File: config.mk
export PLATFORM = sky130hd
export DESIGN_NAME = id_ex_stage
export DESIGN_NICKNAME = d
export VERILOG_FILES = /design/src/rtl/id_ex_stage.sv
export SDC_FILE = /design/constraint.sdc
export NUM_CORES = 1
export LEC_CHECK = 0
export CAP_MARGIN = 30
export CORE_AREA = 5 5 144 146
export DETAILED_ROUTE_END_ITERATION = 6
export DIE_AREA = 0 0 149 151
export GPL_TIMING_DRIVEN = 0
export PLACE_DENSITY = 0.78
export SETUP_SLACK_MARGIN = 0.5
export SYNTH_ARGS = -nofsm -noshare
export SYNTH_HDL_FRONTEND = slang
export SYNTH_SLANG_ARGS = --single-unit
File: constraint.sdc
create_clock -name i_clk -period 7.9 [get_ports i_clk]
set_clock_uncertainty 0.05 [all_clocks]
set_input_delay 1.975 -clock i_clk [delete_from_list [all_inputs] [get_ports i_clk]]
set_output_delay 1.975 -clock i_clk [all_outputs]
set_load 0.01 [all_outputs]
File: src/rtl/id_ex_stage.sv
// id_ex_stage: ID/EX pipeline register of the five-stage RV32I core.
//   Captures decoded operands and control from ID and presents them to EX.
//   Load-use hazard detection stalls IF/ID and injects a single bubble.
//   Row priority of the register update: reset > flush > stall > load-use > capture.
//   Optional macro ID_WB_BYPASS_EN: forward the WB write into the captured
//   rs1/rs2 data for register files that are not write-first.
module id_ex_stage #(
   parameter int XLEN  = 32,
   parameter int CNT_W = 32
) (
   input  logic              i_clk,
   input  logic              i_rst_n,
   // ID stage
   input  logic              i_id_valid,
   input  logic [XLEN-1:0]   i_id_pc,
   input  logic [XLEN-1:0]   i_id_rs1_data,
   input  logic [XLEN-1:0]   i_id_rs2_data,
   input  logic [XLEN-1:0]   i_id_imm,
   input  logic [4:0]        i_id_rs1,
   input  logic [4:0]        i_id_rs2,
   input  logic [4:0]        i_id_rd,
   input  logic              i_id_reg_write,
   input  logic              i_id_mem_read,
   input  logic              i_id_mem_write,
   input  logic              i_id_mem_to_reg,
   input  logic              i_id_alu_src,
   input  logic              i_id_branch,
   input  logic              i_id_jump,
   input  logic [3:0]        i_id_alu_op,
   // WB write port (used only for the optional bypass)
   input  logic              i_wb_reg_write,
   input  logic [4:0]        i_wb_rd,
   input  logic [XLEN-1:0]   i_wb_data,
   // pipeline control
   input  logic              i_flush_ex,
   input  logic              i_stall_ex,
   // EX stage
   output logic              o_ex_valid,
   output logic [XLEN-1:0]   o_ex_pc,
   output logic [XLEN-1:0]   o_ex_rs1_data,
   output logic [XLEN-1:0]   o_ex_rs2_data,
   output logic [XLEN-1:0]   o_ex_imm,
   output logic [4:0]        o_ex_rs1,
   output logic [4:0]        o_ex_rs2,
   output logic [4:0]        o_ex_rd,
   output logic              o_ex_reg_write,
   output logic              o_ex_mem_read,
   output logic              o_ex_mem_write,
   output logic              o_ex_mem_to_reg,
   output logic              o_ex_alu_src,
   output logic              o_ex_branch,
   output logic              o_ex_jump,
   output logic [3:0]        o_ex_alu_op,
   output logic              o_stall_if_id,
   output logic [CNT_W-1:0]  o_bubble_cnt
);

   logic              r_ex_valid;
   logic [XLEN-1:0]   r_ex_pc;
   logic [XLEN-1:0]   r_ex_rs1_data;
   logic [XLEN-1:0]   r_ex_rs2_data;
   logic [XLEN-1:0]   r_ex_imm;
   logic [4:0]        r_ex_rs1;
   logic [4:0]        r_ex_rs2;
   logic [4:0]        r_ex_rd;
   logic              r_ex_reg_write;
   logic              r_ex_mem_read;
   logic              r_ex_mem_write;
   logic              r_ex_mem_to_reg;
   logic              r_ex_alu_src;
   logic              r_ex_branch;
   logic              r_ex_jump;
   logic [3:0]        r_ex_alu_op;
   logic [CNT_W-1:0]  r_bubble_cnt;

   logic              w_load_use;
   logic              w_ctrl_en;
   logic [XLEN-1:0]   w_rs1_data;
   logic [XLEN-1:0]   w_rs2_data;

   // Load in EX whose destination (non-x0) is read by the real instruction in ID.
   always_comb begin
      w_load_use = r_ex_valid & r_ex_mem_read & (r_ex_rd != 5'd0) & i_id_valid &
                   ((r_ex_rd == i_id_rs1) | (r_ex_rd == i_id_rs2));
   end

   // A flush kills the consumer, so there is nothing left to hold back.
   assign o_stall_if_id = (w_load_use | i_stall_ex) & ~i_flush_ex;

   // An empty ID slot must never carry live control into EX.
   assign w_ctrl_en = i_id_valid;

`ifdef ID_WB_BYPASS_EN
   // Operand data picks up the same-cycle WB write (x0 is never forwarded).
   always_comb begin
      w_rs1_data = i_id_rs1_data;
      w_rs2_data = i_id_rs2_data;
      if (i_wb_reg_write && (i_wb_rd != 5'd0) && (i_wb_rd == i_id_rs1))
         w_rs1_data = i_wb_data;
      if (i_wb_reg_write && (i_wb_rd != 5'd0) && (i_wb_rd == i_id_rs2))
         w_rs2_data = i_wb_data;
   end
`else
   // Write-first register file: read data is already current.
   always_comb begin
      w_rs1_data = i_id_rs1_data;
      w_rs2_data = i_id_rs2_data;
   end

   // WB port kept on the boundary for a uniform interface; not consumed here.
   logic w_unused_wb;
   assign w_unused_wb = ^{i_wb_reg_write, i_wb_rd, i_wb_data};
`endif

   // Pipeline register update: reset, flush bubble, hold, load-use bubble, capture.
   always_ff @(posedge i_clk) begin
      if (!i_rst_n) begin
         r_ex_valid      <= 1'b0;
         r_ex_pc         <= '0;
         r_ex_rs1_data   <= '0;
         r_ex_rs2_data   <= '0;
         r_ex_imm        <= '0;
         r_ex_rs1        <= '0;
         r_ex_rs2        <= '0;
         r_ex_rd         <= '0;
         r_ex_reg_write  <= 1'b0;
         r_ex_mem_read   <= 1'b0;
         r_ex_mem_write  <= 1'b0;
         r_ex_mem_to_reg <= 1'b0;
         r_ex_alu_src    <= 1'b0;
         r_ex_branch     <= 1'b0;
         r_ex_jump       <= 1'b0;
         r_ex_alu_op     <= '0;
         r_bubble_cnt    <= '0;
      end else if (i_flush_ex || (!i_stall_ex && w_load_use)) begin
         // Bubble: everything zeroed; only a load-use bubble is counted.
         r_ex_valid      <= 1'b0;
         r_ex_pc         <= '0;
         r_ex_rs1_data   <= '0;
         r_ex_rs2_data   <= '0;
         r_ex_imm        <= '0;
         r_ex_rs1        <= '0;
         r_ex_rs2        <= '0;
         r_ex_rd         <= '0;
         r_ex_reg_write  <= 1'b0;
         r_ex_mem_read   <= 1'b0;
         r_ex_mem_write  <= 1'b0;
         r_ex_mem_to_reg <= 1'b0;
         r_ex_alu_src    <= 1'b0;
         r_ex_branch     <= 1'b0;
         r_ex_jump       <= 1'b0;
         r_ex_alu_op     <= '0;
         if (!i_flush_ex)
            r_bubble_cnt <= r_bubble_cnt + {{(CNT_W-1){1'b0}}, 1'b1};
      end else if (!i_stall_ex) begin
         r_ex_valid      <= i_id_valid;
         r_ex_pc         <= i_id_pc;
         r_ex_rs1_data   <= w_rs1_data;
         r_ex_rs2_data   <= w_rs2_data;
         r_ex_imm        <= i_id_imm;
         r_ex_rs1        <= i_id_rs1;
         r_ex_rs2        <= i_id_rs2;
         r_ex_rd         <= i_id_rd;
         r_ex_reg_write  <= i_id_reg_write  & w_ctrl_en;
         r_ex_mem_read   <= i_id_mem_read   & w_ctrl_en;
         r_ex_mem_write  <= i_id_mem_write  & w_ctrl_en;
         r_ex_mem_to_reg <= i_id_mem_to_reg & w_ctrl_en;
         r_ex_alu_src    <= i_id_alu_src    & w_ctrl_en;
         r_ex_branch     <= i_id_branch     & w_ctrl_en;
         r_ex_jump       <= i_id_jump       & w_ctrl_en;
         r_ex_alu_op     <= w_ctrl_en ? i_id_alu_op : 4'd0;
      end
      // stall_ex alone: all state held
   end

   assign o_ex_valid      = r_ex_valid;
   assign o_ex_pc         = r_ex_pc;
   assign o_ex_rs1_data   = r_ex_rs1_data;
   assign o_ex_rs2_data   = r_ex_rs2_data;
   assign o_ex_imm        = r_ex_imm;
   assign o_ex_rs1        = r_ex_rs1;
   assign o_ex_rs2        = r_ex_rs2;
   assign o_ex_rd         = r_ex_rd;
   assign o_ex_reg_write  = r_ex_reg_write;
   assign o_ex_mem_read   = r_ex_mem_read;
   assign o_ex_mem_write  = r_ex_mem_write;
   assign o_ex_mem_to_reg = r_ex_mem_to_reg;
   assign o_ex_alu_src    = r_ex_alu_src;
   assign o_ex_branch     = r_ex_branch;
   assign o_ex_jump       = r_ex_jump;
   assign o_ex_alu_op     = r_ex_alu_op;
   assign o_bubble_cnt    = r_bubble_cnt;

endmodule

Word-level counts from Yosys, hierarchy flattened
Cells that the tools add are included.

Memories kept: 0. RAM bits: 0. Input port bits: 197. Output and inout port bits: 188. Memory bits (read-only): 0. Register bits: 187. Latch bits: 0. Logic and storage cells: 43.

Divide/modulo/power cells: 0. Reduce and logical (&&, ||, !) cells: 6. $add $sub $neg: 1. Muxes and demuxes: 1. Bitwise operators: 16. $mul: 0. Eq/ne operators: 2. Order comparisons: 0. Shifts and indexed selects: 0.

Operators with widths (count): $add A32 B1 Y32 const B (1); $and A1 B1 Y1 (12); $eq A5 B5 Y1 (2); $reduce_bool A5 Y1 (1); $mux W4 (1); $not A1 Y1 (2); $or A1 B1 Y1 (2); $reduce_and A2 Y1 (1); $reduce_or A2 Y1 (1); $logic_and A1 B1 Y1 (1); $logic_not A1 Y1 (1); $logic_or A1 B1 Y1 (1).

Logic depth before layout (Yosys ltp)
Gate-level depths: netlist of run 1.

Depth in word-level cells: 7. Depth in mapped cells: 8. Mapped depth without buffers: 7.

Least setup slack after synthesis of run 1
No wires, ideal clock.

Path type: in2out. Start: input port i_id_rs1[4]. End: output port o_stall_if_id. Setup slack: 2.597 ns. Required time: 5.875 ns. Cell stages on the path: 7. Buffers on the path: 2. Data arrival time: 3.278 ns. Cells stage by stage: xor2_1 > nor3_1 > a22oi_1 > or2_2 > buf_2 > buf_2 > a21oi_1.

Word-level cells in the longest chain between the ends: 5.

RTL lines: from (decl) (RTL line 19) `input logic [4:0] i_id_rs1,`; $eq A5 B5 Y1 (RTL line 84) `((r_ex_rd == i_id_rs1) | (r_ex_rd == i_id_rs2));`; $or A1 B1 Y1 (RTL line 84); $and A1 B1 Y1 (RTL line 83) `w_load_use = r_ex_valid & r_ex_mem_read & (r_ex_rd != 5'd0) & i_id_valid &`; $or A1 B1 Y1 (RTL line 88) `assign o_stall_if_id = (w_load_use | i_stall_ex) & ~i_flush_ex;`; $and A1 B1 Y1 (RTL line 88); to (decl) (RTL line 54) `output logic o_stall_if_id,`.

Every way passes these cells.

Worst setup path in the final report of run 1
Start: input port i_id_rs2[1]. End: output port o_stall_if_id.

Word-level cells in the longest chain between the ends: 5.

RTL lines: from (decl) (RTL line 20) `input logic [4:0] i_id_rs2,`; $eq A5 B5 Y1 (RTL line 84); $or A1 B1 Y1 (RTL line 84); $and A1 B1 Y1 (RTL line 83); $or A1 B1 Y1 (RTL line 88); $and A1 B1 Y1 (RTL line 88).

Every way passes these cells.

==> results.sh, run 1 <==
export IMPL_status="complete, no violations"
export IMPL_timing_rr_start="o_ex_rd[4]$_SDFFE_PP0N_"
export IMPL_grt_pass1_wl_um=41600
export IMPL_drc_errors=0
export IMPL_path_cells="clkdlybuf4s50_1 > xor2_1 > nor3_1 > a22oi_1 > or2_2 > buf_2 > buf_2 > a21oi_1 > clkdlybuf4s50_1"
export IMPL_synth_top_flop_cell="dfxtp_1"
export IMPL_grt_antenna_before_repair=0
export IMPL_ys_async_sr_fraction=0
export IMPL_first_iter_violations=354
export IMPL_grt_overflow=0
export IMPL_maxCapViolCount=0
export IMPL_crit_end="o_stall_if_id"
export IMPL_synth_seq_cells=187
export IMPL_crit_fanout=10
export IMPL_hpwl_um=21100
export IMPL_grt_pass1_vias=7593
export IMPL_rsz0062_at_grt="no"
export IMPL_post_cts_resized=0
export IMPL_cp_start_kind="input pin"
export IMPL_startpoint="i_id_rs2[1]"
export IMPL_routed_wirelength_um=27700
export IMPL_pre_cts_ws_ps=1220
export IMPL_ys_seq_area_frac=0.515
export IMPL_placed_cell_area_um2=11100
export IMPL_numPortBuffers=346
export IMPL_clockBufferDepth=2
export IMPL_r2r_end="o_bubble_cnt[13]$_SDFFE_PN0P_"
export IMPL_worstPathRequired_ps=5880
export IMPL_ios=385
export IMPL_grt_usage=0.235
export IMPL_cts_buffers=17
export IMPL_syn_area_per_cell_um2=8.19
export IMPL_max_slew_margin=0.438
export IMPL_finalCritPeriodShare=0.834
export IMPL_vias=7935
export IMPL_regArea_um2=3740
export IMPL_area_growth_pct=61.0
export IMPL_peakVddDrop_mv=0.138
export IMPL_synth_distinct_cells=39
export IMPL_finalSetupViolCount=0
export IMPL_die_h_um=151
export IMPL_grt_max_degree=18
export IMPL_final_instance_count_excl_fill=1531
export IMPL_fin_nets=1451
export IMPL_netlist_area_um2=7270
export IMPL_gr_usage_met1=0.274
export IMPL_syn_nets=1086
export IMPL_ant_nets=0
export IMPL_hp_class="flip-flop to flip-flop"
export IMPL_wl_per_cell_um=18.1
export IMPL_viasPerCell=5.18
export IMPL_clkSlewWorstSetupHoldPaths_ps=70
export IMPL_layout_commonest_cell="clkdlybuf4s50_1"
export IMPL_worst_slack_ps=1310
export IMPL_slowest_delay_ps=550
export IMPL_arrival_ps=4560
export IMPL_hold_violations=0
export IMPL_rrSetupSlack_ps=5140
export IMPL_worstSetupPathType="input pin to primary output"
export IMPL_multiInputGateArea_um2=3190
export IMPL_die_w_um=149
export IMPL_yosysTopAreaCellShare=0.515
export IMPL_cts_tree="built"
export IMPL_max_freq_mhz=152
export IMPL_cts_sinks=187
export IMPL_cp_end_kind="primary output"
export IMPL_drtPass1Iterations=5
export IMPL_fill_cells=1758
export IMPL_reg2regPathDepth=8
export IMPL_fin_area_um2=11700
export IMPL_cp_slowest_cell="clkdlybuf4s50_1"
export IMPL_met3_usage=0.0694
export IMPL_rows=51
export IMPL_fp_coreArea_um2=19300
export IMPL_layout_common_cells="clkdlybuf4s50_1, dfxtp_1, nand2_1"
export IMPL_die_area_um2=22500
export IMPL_final_layout_size_suffix_gt1_frac=0.0482
export IMPL_synth_area_leaders="dfxtp_1, a21oi_1, nand3_1"
export IMPL_cts_root_buf="clkbuf_16"
export IMPL_fin_tns_setup_ps=0
export IMPL_p_leak_uw=0.00406
export IMPL_antennaDiodeCount=0
export IMPL_slew_viol_final=0
export IMPL_power_density_nw_per_um2=186
export IMPL_synthCells=888
export IMPL_synth_area_leader_cell="dfxtp_1"
export IMPL_finalCriticalPeriod_ps=6590
export IMPL_hold_buffers=0
export IMPL_tightest_slew_ps=843
export IMPL_clock_latency_ps=420
export IMPL_synth_edf_count=0
export IMPL_dp_cells=1499
export IMPL_grt_util_met2=0.406
export IMPL_cts_setup_buffers=0
export IMPL_start_util=0.377
export IMPL_ys_warn_count=0
export IMPL_busiest_layer="met2"
export IMPL_htree_levels=4
export IMPL_gp_congestion=0.883
## worst min path at each step
| stage | to | from | cells after the start | slack, ps |
|---|---|---|---|---|
| floorplan | o_ex_rs1_data[30]$_SDFFE_PP0N_ | o_ex_rs1_data[30]$_SDFFE_PP0N_ | 2 | 430 |
| global placement | o_ex_rs1_data[30]$_SDFFE_PP0N_ | o_ex_rs1_data[30]$_SDFFE_PP0N_ | 2 | 400 |
| detailed placement | o_ex_rs2[0]$_SDFFE_PP0N_ | o_ex_rs2[0]$_SDFFE_PP0N_ | 2 | 400 |
| CTS | o_ex_rs1_data[5]$_SDFFE_PP0N_ | o_ex_rs1_data[5]$_SDFFE_PP0N_ | 2 | 410 |
| global route | o_ex_imm[24]$_SDFFE_PP0N_ | o_ex_imm[24]$_SDFFE_PP0N_ | 2 | 430 |
| finish | o_ex_pc[28]$_SDFFE_PP0N_ | o_ex_pc[28]$_SDFFE_PP0N_ | 2 | 410 |
## layout make-up
| type | instances | share of cell area |
|---|---|---|
| multi-input cells | 617 | 0.272 |
| inverters | 5 | 0.00160 |
| well taps | 265 | 0.0283 |
| clock buffers | 18 | 0.0375 |
| plain buffers | 79 | 0.0276 |
| repair buffers | 346 | 0.296 |
| flip-flops and latches | 187 | 0.320 |
| clock inverters | 14 | 0.0175 |
## layer usage
metal | vias up | wire (um) | share of wire
met5 | - | 0 | 0
met4 | 0 | 970 | 0.035
li1 | 3801 | - | -
met2 | 352 | 13400 | 0.48
met3 | 58 | 2360 | 0.085
met1 | 3724 | 11000 | 0.40
## worst max-delay path: cells and delay by family
kind                      cells  cell delay, ps
xor gates and xnor gates      1             160
AOI/OAI and AO/OA             2             350
buffers and inverters         4            1460
and+or+nand+nor               2             610
## power by group
part	total, uW	internal (uW)	leakage [uW]	switching, uW
clock	943	547	0.000308	396
combinational	250	138	0.00223	112
sequential	981	966	0.00152	14.5
## metrics by stage
stage          hold slack [ps]  utilization  power, uW
5_1_grt                    432        0.608       2250
6_report                   414        0.608       2170
2_1_floorplan              431            -       1090
3_3_place_gp               395        0.574       1250
3_5_place_dp               405        0.574       1250
4_1_cts                    415        0.608       2190
## kinds of logic (layout without fill, tap and decap cells)
logic type | Yosys count | count (layout) | synth area share
buffers and inverters | 84 | 462 | 0.0470
xor gates and xnor gates | 30 | 30 | 0.0361
muxes | 4 | 4 | 0.00550
DFF | 187 | 187 | 0.515
adders and majority gates | 1 | 1 | 0.00172
and+or+nand+nor | 408 | 408 | 0.265
AOI/OAI and AO/OA | 174 | 174 | 0.130
## Yosys cell counts, types with 3 or more instances
library cell,n
a21oi_1,149
a32oi_1,11
nor2_1,39
xnor2_1,18
o21ai_0,3
or3_1,5
nand3_1,148
nand2b_1,7
clkbuf_1,56
o21a_1,4
inv_1,5
buf_2,21
nand2_1,162
or4_1,6
xor2_1,12
dfxtp_1,187
nor3_1,7
mux2i_1,4
nor4_1,12
nand4_1,7
No activity file was read; power rests on OpenSTA's default activity.
==> run 2, diff against run 1 <==
--- a/config.mk
+++ b/config.mk
@@ -6,11 +6,11 @@
 export NUM_CORES = 1
 export LEC_CHECK = 0
 export CAP_MARGIN = 30
-export CORE_AREA = 5 5 144 146
+export CORE_MARGIN = 5
+export CORE_UTILIZATION = 36
 export DETAILED_ROUTE_END_ITERATION = 6
-export DIE_AREA = 0 0 149 151
 export GPL_TIMING_DRIVEN = 0
-export PLACE_DENSITY = 0.78
+export PLACE_DENSITY = 0.77
 export SETUP_SLACK_MARGIN = 0.5
 export SYNTH_ARGS = -nofsm -noshare
 export SYNTH_HDL_FRONTEND = slang
==> constraint.sdc (replaced) <==
create_clock -name i_clk -period 5.6 [get_ports i_clk]
set_clock_uncertainty 0.05 [all_clocks]
set_input_delay 1.4 -clock i_clk [delete_from_list [all_inputs] [get_ports i_clk]]
set_output_delay 1.4 -clock i_clk [all_outputs]
set_load 0.01 [all_outputs]
==> run 2 against run 1 <==
Against the previous run:
- sequential share of layout area is 0.072 points lower
- total power increased by 41%
- first-iteration DRC count rose by 7.1%
- critical path depth is the same
- combinational power up 42%
- final cell count increased by 0.33%
- largest power group unchanged
==> results.sh, run 2 (synthesized netlist as in run 1, its figures left out) <==
export IMPL_grt_overflow=0
export IMPL_die_h_um=152
export IMPL_cp_slowest_cell="clkdlybuf4s50_1"
export IMPL_clock_latency_ps=420
export IMPL_crit_fanout=10
export IMPL_grt_pass1_wl_um=44300
export IMPL_cp_end_kind="primary output"
export IMPL_fp_coreArea_um2=20000
export IMPL_layout_common_cells="clkdlybuf4s50_1, dfxtp_1, nand2_1"
export IMPL_cts_tree="built"
export IMPL_cp_start_kind="input pin"
export IMPL_layout_commonest_cell="clkdlybuf4s50_1"
export IMPL_clkSlewWorstSetupHoldPaths_ps=70
export IMPL_routed_wirelength_um=28200
export IMPL_gp_congestion=0.863
export IMPL_rsz0062_at_grt="no"
export IMPL_fin_nets=1452
export IMPL_max_freq_mhz=198
export IMPL_finalSetupViolCount=0
export IMPL_finalCritPeriodShare=0.901
export IMPL_fill_cells=1826
export IMPL_die_area_um2=23100
export IMPL_cts_root_buf="clkbuf_16"
export IMPL_grt_pass1_vias=7953
export IMPL_path_cells="clkdlybuf4s50_1 > xor2_1 > nor3_2 > a22oi_2 > or2_2 > buf_4 > buf_4 > a21oi_1 > dlygate4sd2_1"
export IMPL_p_leak_uw=0.00407
export IMPL_final_layout_size_suffix_gt1_frac=0.0506
export IMPL_maxCapViolCount=0
export IMPL_status="complete, no violations"
export IMPL_power_density_nw_per_um2=261
export IMPL_rows=52
export IMPL_numPortBuffers=346
export IMPL_cts_buffers=17
export IMPL_fin_tns_setup_ps=0
export IMPL_crit_top_cell="buf_4"
export IMPL_slew_viol_final=0
export IMPL_crit_family="buffers and inverters"
export IMPL_htree_levels=4
export IMPL_die_w_um=152
export IMPL_reg2regPathDepth=9
export IMPL_arrival_ps=3590
export IMPL_wl_per_cell_um=18.3
export IMPL_peakVddDrop_mv=0.211
export IMPL_pre_cts_ws_ps=45.5
export IMPL_tightest_slew_ps=753
export IMPL_grt_usage=0.235
export IMPL_start_util=0.363
export IMPL_critical_path_depth=9
export IMPL_finalCriticalPeriod_ps=5040
export IMPL_hold_depth=2
export IMPL_ant_nets=0
export IMPL_ios=385
export IMPL_first_iter_violations=379
export IMPL_worstPathRequired_ps=4150
export IMPL_hold_violations=0
export IMPL_max_slew_margin=0.498
export IMPL_area_growth_pct=61.4
export IMPL_grt_max_degree=17
export IMPL_worstSetupPathType="input pin to primary output"
export IMPL_hpwl_um=20900
export IMPL_slowest_delay_ps=460
export IMPL_critPathBufInv=4
export IMPL_cts_sinks=187
export IMPL_worst_slack_ps=556
export IMPL_clockBufferDepth=2
export IMPL_drtPass1Iterations=6
export IMPL_grt_antenna_before_repair=0
export IMPL_viasPerCell=5.16
export IMPL_vias=7928
export IMPL_drc_errors=0
export IMPL_hp_class="flip-flop to flip-flop"
export IMPL_antennaDiodeCount=0
## run 2: through the flow
step           instance area [um^2]  instances  utilization  power [uW]  hold WS, ps
3_5_place_dp                  11100       1504        0.553        1770          403
2_1_floorplan                  7270        888            -        1530          431
6_report                      11700       1536        0.586        3060          414
3_3_place_gp                  11100       1504        0.553        1760          393
5_1_grt                       11700       1536        0.586        3170          430
4_1_cts                       11700       1535        0.585        3080          414
## run 2: worst min-delay path: stages (launching register included)
cell and delay (ps):
dfxtp_1 310, nand2_1 60, a21oi_1 50
## run 2: per-layer routing
metal / up-vias / global-route usage / routed length, um
met5: - / 0 / 0
met4: 0 / 0.0809 / 719
met3: 47 / 0.0684 / 2090
met2: 317 / 0.404 / 13900
met1: 3766 / 0.280 / 11500
li1: 3798 / - / -
## run 2: cell type report
class	count	area [um^2]	share of cell area
clock buffers	19	453	0.0386
well taps	270	338	0.0288
repair buffers	347	3470	0.296
plain buffers	79	328	0.0279
multi-input cells	617	3200	0.273
clock inverters	12	185	0.0158
inverters	5	18.8	0.00160
flip-flops and latches	187	3740	0.319
## run 2: path summary, 6_finish.rpt
check | from | endpoint | slack (ps)
worst max-delay path | i_id_rs1[0] | o_stall_if_id | 560
worst min-delay path | o_ex_pc[16]$_SDFFE_PP0N_ | o_ex_pc[16]$_SDFFE_PP0N_ | 410
worst max register to register | o_ex_rd[4]$_SDFFE_PP0N_ | o_bubble_cnt[13]$_SDFFE_PN0P_ | 2760
worst min register to register | o_ex_pc[16]$_SDFFE_PP0N_ | o_ex_pc[16]$_SDFFE_PP0N_ | 410
## run 2: repair_timing
action / in CTS / in global routing
pin swaps: 2 / 2
setup endpoints to repair: 1 / 1
setup buffers: 0 / 1
resized for setup: 5 / 1
hold buffers: 0 / 0
## run 2: where the power goes
part	switching, uW	leakage (uW)	internal, uW
registers	20.5	0.00152	1360
clock network	545	0.000304	776
logic	161	0.00224	195
total	726	0.00407	2330
